## config.mk

```make
export PLATFORM = sky130hd
export DESIGN_NAME = proc_core_mc
export DESIGN_NICKNAME = d
export VERILOG_FILES = /design/src/rtl/proc_core_mc.sv
export SDC_FILE = /design/constraint.sdc
export NUM_CORES = 1
export LEC_CHECK = 0
export CORE_MARGIN = 2
export CORE_UTILIZATION = 40
export CTS_CLUSTER_SIZE = 14
export DETAILED_ROUTE_END_ITERATION = 10
export SLEW_MARGIN = 20
export SYNTH_ARGS = -nofsm -noshare
export SYNTH_HDL_FRONTEND = slang
export SYNTH_SLANG_ARGS = --single-unit
```

## constraint.sdc

```tcl
create_clock -name clk -period 6.05 [get_ports clk]
set_clock_uncertainty 0.15 [all_clocks]
set_input_delay 1.21 -clock clk [delete_from_list [all_inputs] [get_ports clk]]
set_output_delay 1.21 -clock clk [all_outputs]
set_load 0.005 [all_outputs]
```

## src/rtl/proc_core_mc.sv

```systemverilog
// Multi-cycle accumulator-less register core: FETCH/DECODE/EXEC(/MEM) sequencing, 3 cycles per instruction
// (LOAD 4, IN stalls in EXEC until in_valid); single-port ROM and RAM with 1-cycle synchronous reads.
module proc_core_mc #(
  parameter int DW   = 8,
  parameter int NREG = 16,
  parameter int PW   = 8
) (
  input  logic          clk,
  input  logic          rst,
  output logic [PW-1:0] imem_addr,
  input  logic [15:0]   imem_rdata,
  output logic [7:0]    dmem_addr,
  output logic [DW-1:0] dmem_wdata,
  output logic          dmem_we,
  input  logic [DW-1:0] dmem_rdata,
  input  logic [DW-1:0] in_data,
  input  logic          in_valid,
  output logic          in_ready,
  output logic [DW-1:0] out_data,
  output logic          out_valid,
  output logic          halted,
  output logic          flag_z,
  output logic          flag_c
);

  localparam logic [2:0] ST_FETCH  = 3'd0;
  localparam logic [2:0] ST_DECODE = 3'd1;
  localparam logic [2:0] ST_EXEC   = 3'd2;
  localparam logic [2:0] ST_MEM    = 3'd3;
  localparam logic [2:0] ST_HALT   = 3'd4;

  localparam logic [3:0] OP_NOP   = 4'd0;
  localparam logic [3:0] OP_LI    = 4'd1;
  localparam logic [3:0] OP_LOAD  = 4'd2;
  localparam logic [3:0] OP_STORE = 4'd3;
  localparam logic [3:0] OP_ADD   = 4'd4;
  localparam logic [3:0] OP_SUB   = 4'd5;
  localparam logic [3:0] OP_AND   = 4'd6;
  localparam logic [3:0] OP_OR    = 4'd7;
  localparam logic [3:0] OP_XOR   = 4'd8;
  localparam logic [3:0] OP_NOT   = 4'd9;
  localparam logic [3:0] OP_IN    = 4'd10;
  localparam logic [3:0] OP_OUT   = 4'd11;
  localparam logic [3:0] OP_JZ    = 4'd12;
  localparam logic [3:0] OP_JMP   = 4'd13;
  localparam logic [3:0] OP_JC    = 4'd14;
  localparam logic [3:0] OP_HALT  = 4'd15;

  logic [2:0]    state_q, state_d;
  logic [PW-1:0] pc_q, pc_d;
  logic [15:0]   ir_q, ir_d;
  logic [DW-1:0] regs_q [NREG];
  logic [DW-1:0] regs_d [NREG];
  logic          flag_z_q, flag_z_d;
  logic          flag_c_q, flag_c_d;
  logic [DW-1:0] out_data_q, out_data_d;
  logic          out_valid_q, out_valid_d;

  logic [3:0]    opcode, rd, rs;
  logic [7:0]    imm;
  logic [DW-1:0] ra, rb;
  logic [DW:0]   sum, diff;
  logic [DW-1:0] alu_res;
  logic          alu_c, alu_op;
  logic          wr_en;
  logic [DW-1:0] wr_val;

  assign opcode = ir_q[15:12];
  assign rd     = ir_q[11:8];
  assign imm    = ir_q[7:0];
  assign rs     = ir_q[3:0];

  // Register indices beyond NREG read as zero.
  always_comb begin
    ra = '0;
    rb = '0;
    if (int'(rd) < NREG) ra = regs_q[rd];
    if (int'(rs) < NREG) rb = regs_q[rs];
  end

  always_comb begin
    sum     = {1'b0, ra} + {1'b0, rb};
    diff    = {1'b0, ra} - {1'b0, rb};
    alu_res = '0;
    alu_c   = 1'b0;
    alu_op  = 1'b1;
    case (opcode)
      OP_ADD: begin alu_res = sum[DW-1:0];  alu_c = sum[DW];  end
      OP_SUB: begin alu_res = diff[DW-1:0]; alu_c = diff[DW]; end
      OP_AND: alu_res = ra & rb;
      OP_OR:  alu_res = ra | rb;
      OP_XOR: alu_res = ra ^ rb;
      OP_NOT: alu_res = ~ra;
      default: alu_op = 1'b0;
    endcase
  end

  always_comb begin
    state_d     = state_q;
    pc_d        = pc_q;
    ir_d        = ir_q;
    regs_d      = regs_q;
    flag_z_d    = flag_z_q;
    flag_c_d    = flag_c_q;
    out_data_d  = out_data_q;
    out_valid_d = 1'b0;
    wr_en       = 1'b0;
    wr_val      = '0;
    case (state_q)
      ST_FETCH:  state_d = ST_DECODE;
      ST_DECODE: begin
        ir_d    = imem_rdata;
        state_d = ST_EXEC;
      end
      ST_EXEC: begin
        state_d = ST_FETCH;
        pc_d    = pc_q + PW'(1);
        if (alu_op) begin
          wr_en    = 1'b1;
          wr_val   = alu_res;
          flag_z_d = (alu_res == '0);
          flag_c_d = alu_c;
        end
        case (opcode)
          OP_LI: begin
            wr_en  = 1'b1;
            wr_val = DW'(imm);
          end
          OP_LOAD: begin
            state_d = ST_MEM;
            pc_d    = pc_q;
          end
          OP_IN: begin
            if (in_valid) begin
              wr_en    = 1'b1;
              wr_val   = in_data;
              flag_z_d = (in_data == '0);
            end else begin
              state_d = ST_EXEC;
              pc_d    = pc_q;
            end
          end
          OP_OUT: begin
            out_data_d  = ra;
            out_valid_d = 1'b1;
          end
          OP_JZ:  if (flag_z_q) pc_d = PW'(imm);
          OP_JC:  if (flag_c_q) pc_d = PW'(imm);
          OP_JMP: pc_d = PW'(imm);
          OP_HALT: begin
            state_d = ST_HALT;
            pc_d    = pc_q;
          end
          default: ;
        endcase
      end
      ST_MEM: begin
        wr_en    = 1'b1;
        wr_val   = dmem_rdata;
        flag_z_d = (dmem_rdata == '0);
        pc_d     = pc_q + PW'(1);
        state_d  = ST_FETCH;
      end
      ST_HALT: ;
      default: state_d = ST_FETCH;
    endcase
    if (wr_en && int'(rd) < NREG) regs_d[rd] = wr_val;
  end

  always_ff @(posedge clk or negedge rst) begin
    if (!rst) begin
      state_q     <= ST_FETCH;
      pc_q        <= '0;
      ir_q        <= '0;
      flag_z_q    <= 1'b0;
      flag_c_q    <= 1'b0;
      out_data_q  <= '0;
      out_valid_q <= 1'b0;
      for (int i = 0; i < NREG; i++) regs_q[i] <= '0;
    end else begin
      state_q     <= state_d;
      pc_q        <= pc_d;
      ir_q        <= ir_d;
      flag_z_q    <= flag_z_d;
      flag_c_q    <= flag_c_d;
      out_data_q  <= out_data_d;
      out_valid_q <= out_valid_d;
      for (int i = 0; i < NREG; i++) regs_q[i] <= regs_d[i];
    end
  end

  assign imem_addr  = pc_q;
  assign dmem_addr  = imm;
  assign dmem_wdata = ra;
  assign dmem_we    = (state_q == ST_EXEC) && (opcode == OP_STORE);
  assign in_ready   = (state_q == ST_EXEC) && (opcode == OP_IN);
  assign out_data   = out_data_q;
  assign out_valid  = out_valid_q;
  assign halted     = (state_q == ST_HALT);
  assign flag_z     = flag_z_q;
  assign flag_c     = flag_c_q;

endmodule

```

==> results.toml <==
[outcome]
outcome = "completed"

[clock_network]
insertion_delay_ns = 0.44
cts_setup_buffers = 0
clockBufferDepth = 2
cts-root-buf = "clkbuf_16"
cts_buffers = 17
clock_sink_count = 166
cts_max_level = 4
cts_tree = "yes"
cts.repair.resized = 0
cts_hold_buf = 0
clkTransAtPathRegs_ns = 0.07

[cells_and_area]
stdcell_count = 1197
num-fill-cells = 2156
antenna_cells = 0
final_cell_mix = "dfrtp_1 (164), mux2_2 (123), mux4_2 (73)"
nNetsFinal = 922
area_delta_synth_final_pct = 15.9
final_common_cell = "dfrtp_1"
drive_gt1_frac = 0.302

[global_routing]
grt_max_degree = 88
grt_overflow = 0
antenna_found_initial = 0
grtUsageTotal = 0.220
grt_pass1_wl_um = 43900
grt_pass1_vias = 7178

[die]
core_region_area_um2 = 24500
io_pins = 73
row_count = 57
initial_core_util = 0.410
die_area_um2 = 26300
die_x_um = 162
dieHeight_um = 162

[setup_path]
start_kind = "flip-flop"
worst-path-max-fanout = 16
rr_startpoint = "ir_q[8]"
critPathRequiredTime_ns = 6.27
cp-end-kind = "flip-flop"
critPathLaunch = "ir_q[8]"
arrival_ns = 5.30
crit_type = "flip-flop to flip-flop"

[logic_synthesis]
postSynthAreaPerCell_um2 = 12.4
yosysTopAreaCell = "dfrtp_1"
synth_top_flop_cell = "dfrtp_1"
synth_edf_count = 0
syn-num-nets = 872
ys_seq_elements = 166
synthDistinctLibCells = 61
seq_area_frac_synth = 0.414
synth_area_leaders = "dfrtp_1 (41%), mux4_2 (16%), mux2_2 (14%)"
syn_area_um2 = 10000
yosysTopAreaCellShare = 0.414
async_reset_ff_frac = 1.00
syn_inst = 810
yosys_warnings = 0

[placement]
gp_congestion = 0.922
dp_hpwl_um = 19700
dp_cells = 1165
io_buffers = 72

[drt]
vias = 7176
ant_nets = 0
wl_per_cell_um = 23.3
drt-pass1-iter-count = 5
drt-total-wl_um = 27900
drtIter0Drc = 524
drc = 0
viasPerCell = 5.99

[sta]
worst_pin_slew_ns = 0.950
clock.fmax_mhz = 197
slew_viol_final = 0
finalCritPeriodShare = 0.841
setup_tns_ns = 0
finalCriticalPeriod_ns = 5.09
setup_violations = 0
maxSlewHeadroom = 0.366
rsz0062_at_grt = "false"
hold_viol_final = 0

[pwr]
leakage_nw = 4.97
powerDensity_nw_per_um2 = 569
peakVddDrop_v = 0.000249

[flow_run]
cap_violations = 0

[worst_hold_path]
worstHoldStart = "out_data[4]"
hold_path_class = "flip-flop to flip-flop"
[worst paths after layout]
path,endpoint,cells after the start,slack [ns]
worst max-delay path,regs_q[21],15,0.96
worst min-delay path,out_data[4],2,0.33
worst max register to register,regs_q[21],15,0.96
worst min register to register,out_data[4],2,0.33
max in group asynchronous,regs_q[88],2,4.16
min in group asynchronous,ir_q[13],1,0.67
[per-stage QoR]
stage	setup WS, ns	hold WS (ns)	power, mW	util	cell area, um2
finish	0.965	0.327	6.61	0.475	11600
global route	0.610	0.357	7.04	0.475	11600
CTS	0.940	0.334	6.60	0.475	11600
detailed placement	0.953	0.320	5.46	0.450	11000
global placement	0.909	0.313	5.44	0.450	11000
floorplan	1.52	0.311	4.32	-	10000
[worst max-delay path, cell delays in order, from the launching register on]
cell and delay, ns:
dfrtp_1 0.66, buf_4 0.38, buf_4 0.26, mux4_2 0.50, mux2_2 0.33, nor2_1 0.10, a21oi_1 0.12, inv_1 0.16
ha_1 0.33, and3_1 0.21, a211oi_1 0.47, nand2_1 0.11, o2111ai_1 0.13, a21oi_1 0.16, a21oi_2 0.64, mux2_2 0.28
[power by group]
part | leakage [nW] | switching [mW] | total (mW) | internal, mW
Clock | 0.287 | 0.496 | 1.14 | 0.640
Sequential | 2.21 | 0.537 | 2.03 | 1.49
Combinational | 2.48 | 1.79 | 3.45 | 1.65
[synth_stat cells (5+ instances only)]
| library cell | n |
|---|---|
| buf_1 | 6 |
| a21oi_1 | 33 |
| nand2_1 | 60 |
| nor2_1 | 24 |
| o21ai_0 | 54 |
| ha_1 | 25 |
| a211oi_1 | 6 |
| mux2_1 | 12 |
| inv_1 | 32 |
| and3_1 | 8 |
| mux4_2 | 73 |
| nor3_1 | 7 |
| a221oi_1 | 10 |
| nand3_1 | 6 |
| buf_4 | 12 |
| mux2i_1 | 18 |
| nand2b_1 | 5 |
| nor2b_1 | 9 |
| o31ai_1 | 5 |
| buf_2 | 19 |
| clkbuf_1 | 17 |
| mux2_2 | 123 |
| dfrtp_1 | 166 |
[cell families (layout without fill, tap and decap cells)]
group / count (synthesis) / in the layout / share of synthesized area
multiplexers: 226 / 226 / 0.334
flip-flops: 166 / 166 / 0.414
AO/OA/AOI/OAI: 154 / 154 / 0.0990
AND/OR/NAND/NOR: 144 / 144 / 0.0729
buffers and inverters: 90 / 153 / 0.0421
adder cells (fa/ha/maj): 27 / 27 / 0.0352
XOR/XNOR: 3 / 3 / 0.00262
[flip-flops by register name, indices dropped and copies added, names as in the netlist]
signal / cells
ir_q: 16
regs_q: 128
flag_c: 1
out_data: 8
out_valid: 1
flag_z: 1
state_q: 3
imem_addr: 8
[metal layers]
metal | track usage | vias up | routed length [um]
met5 | 0 | - | 0
met4 | 0.0708 | 0 | 695
met1 | 0.310 | 3715 | 12200
met2 | 0.346 | 247 | 13200
li1 | - | 3171 | -
met3 | 0.0416 | 43 | 1750
[cell type report]
| cell class | count | area [um2] | share of cell area |
|---|---|---|---|
| Clock buffer | 21 | 460 | 0.0397 |
| Clock inverter | 11 | 139 | 0.0120 |
| Inverter | 34 | 128 | 0.0110 |
| Multi-Input combinational cell | 554 | 5460 | 0.471 |
| Sequential cell | 166 | 4160 | 0.358 |
| Tap cell | 324 | 405 | 0.0349 |
| Timing Repair Buffer | 87 | 860 | 0.0740 |
Power figures use the tool's default switching activity.
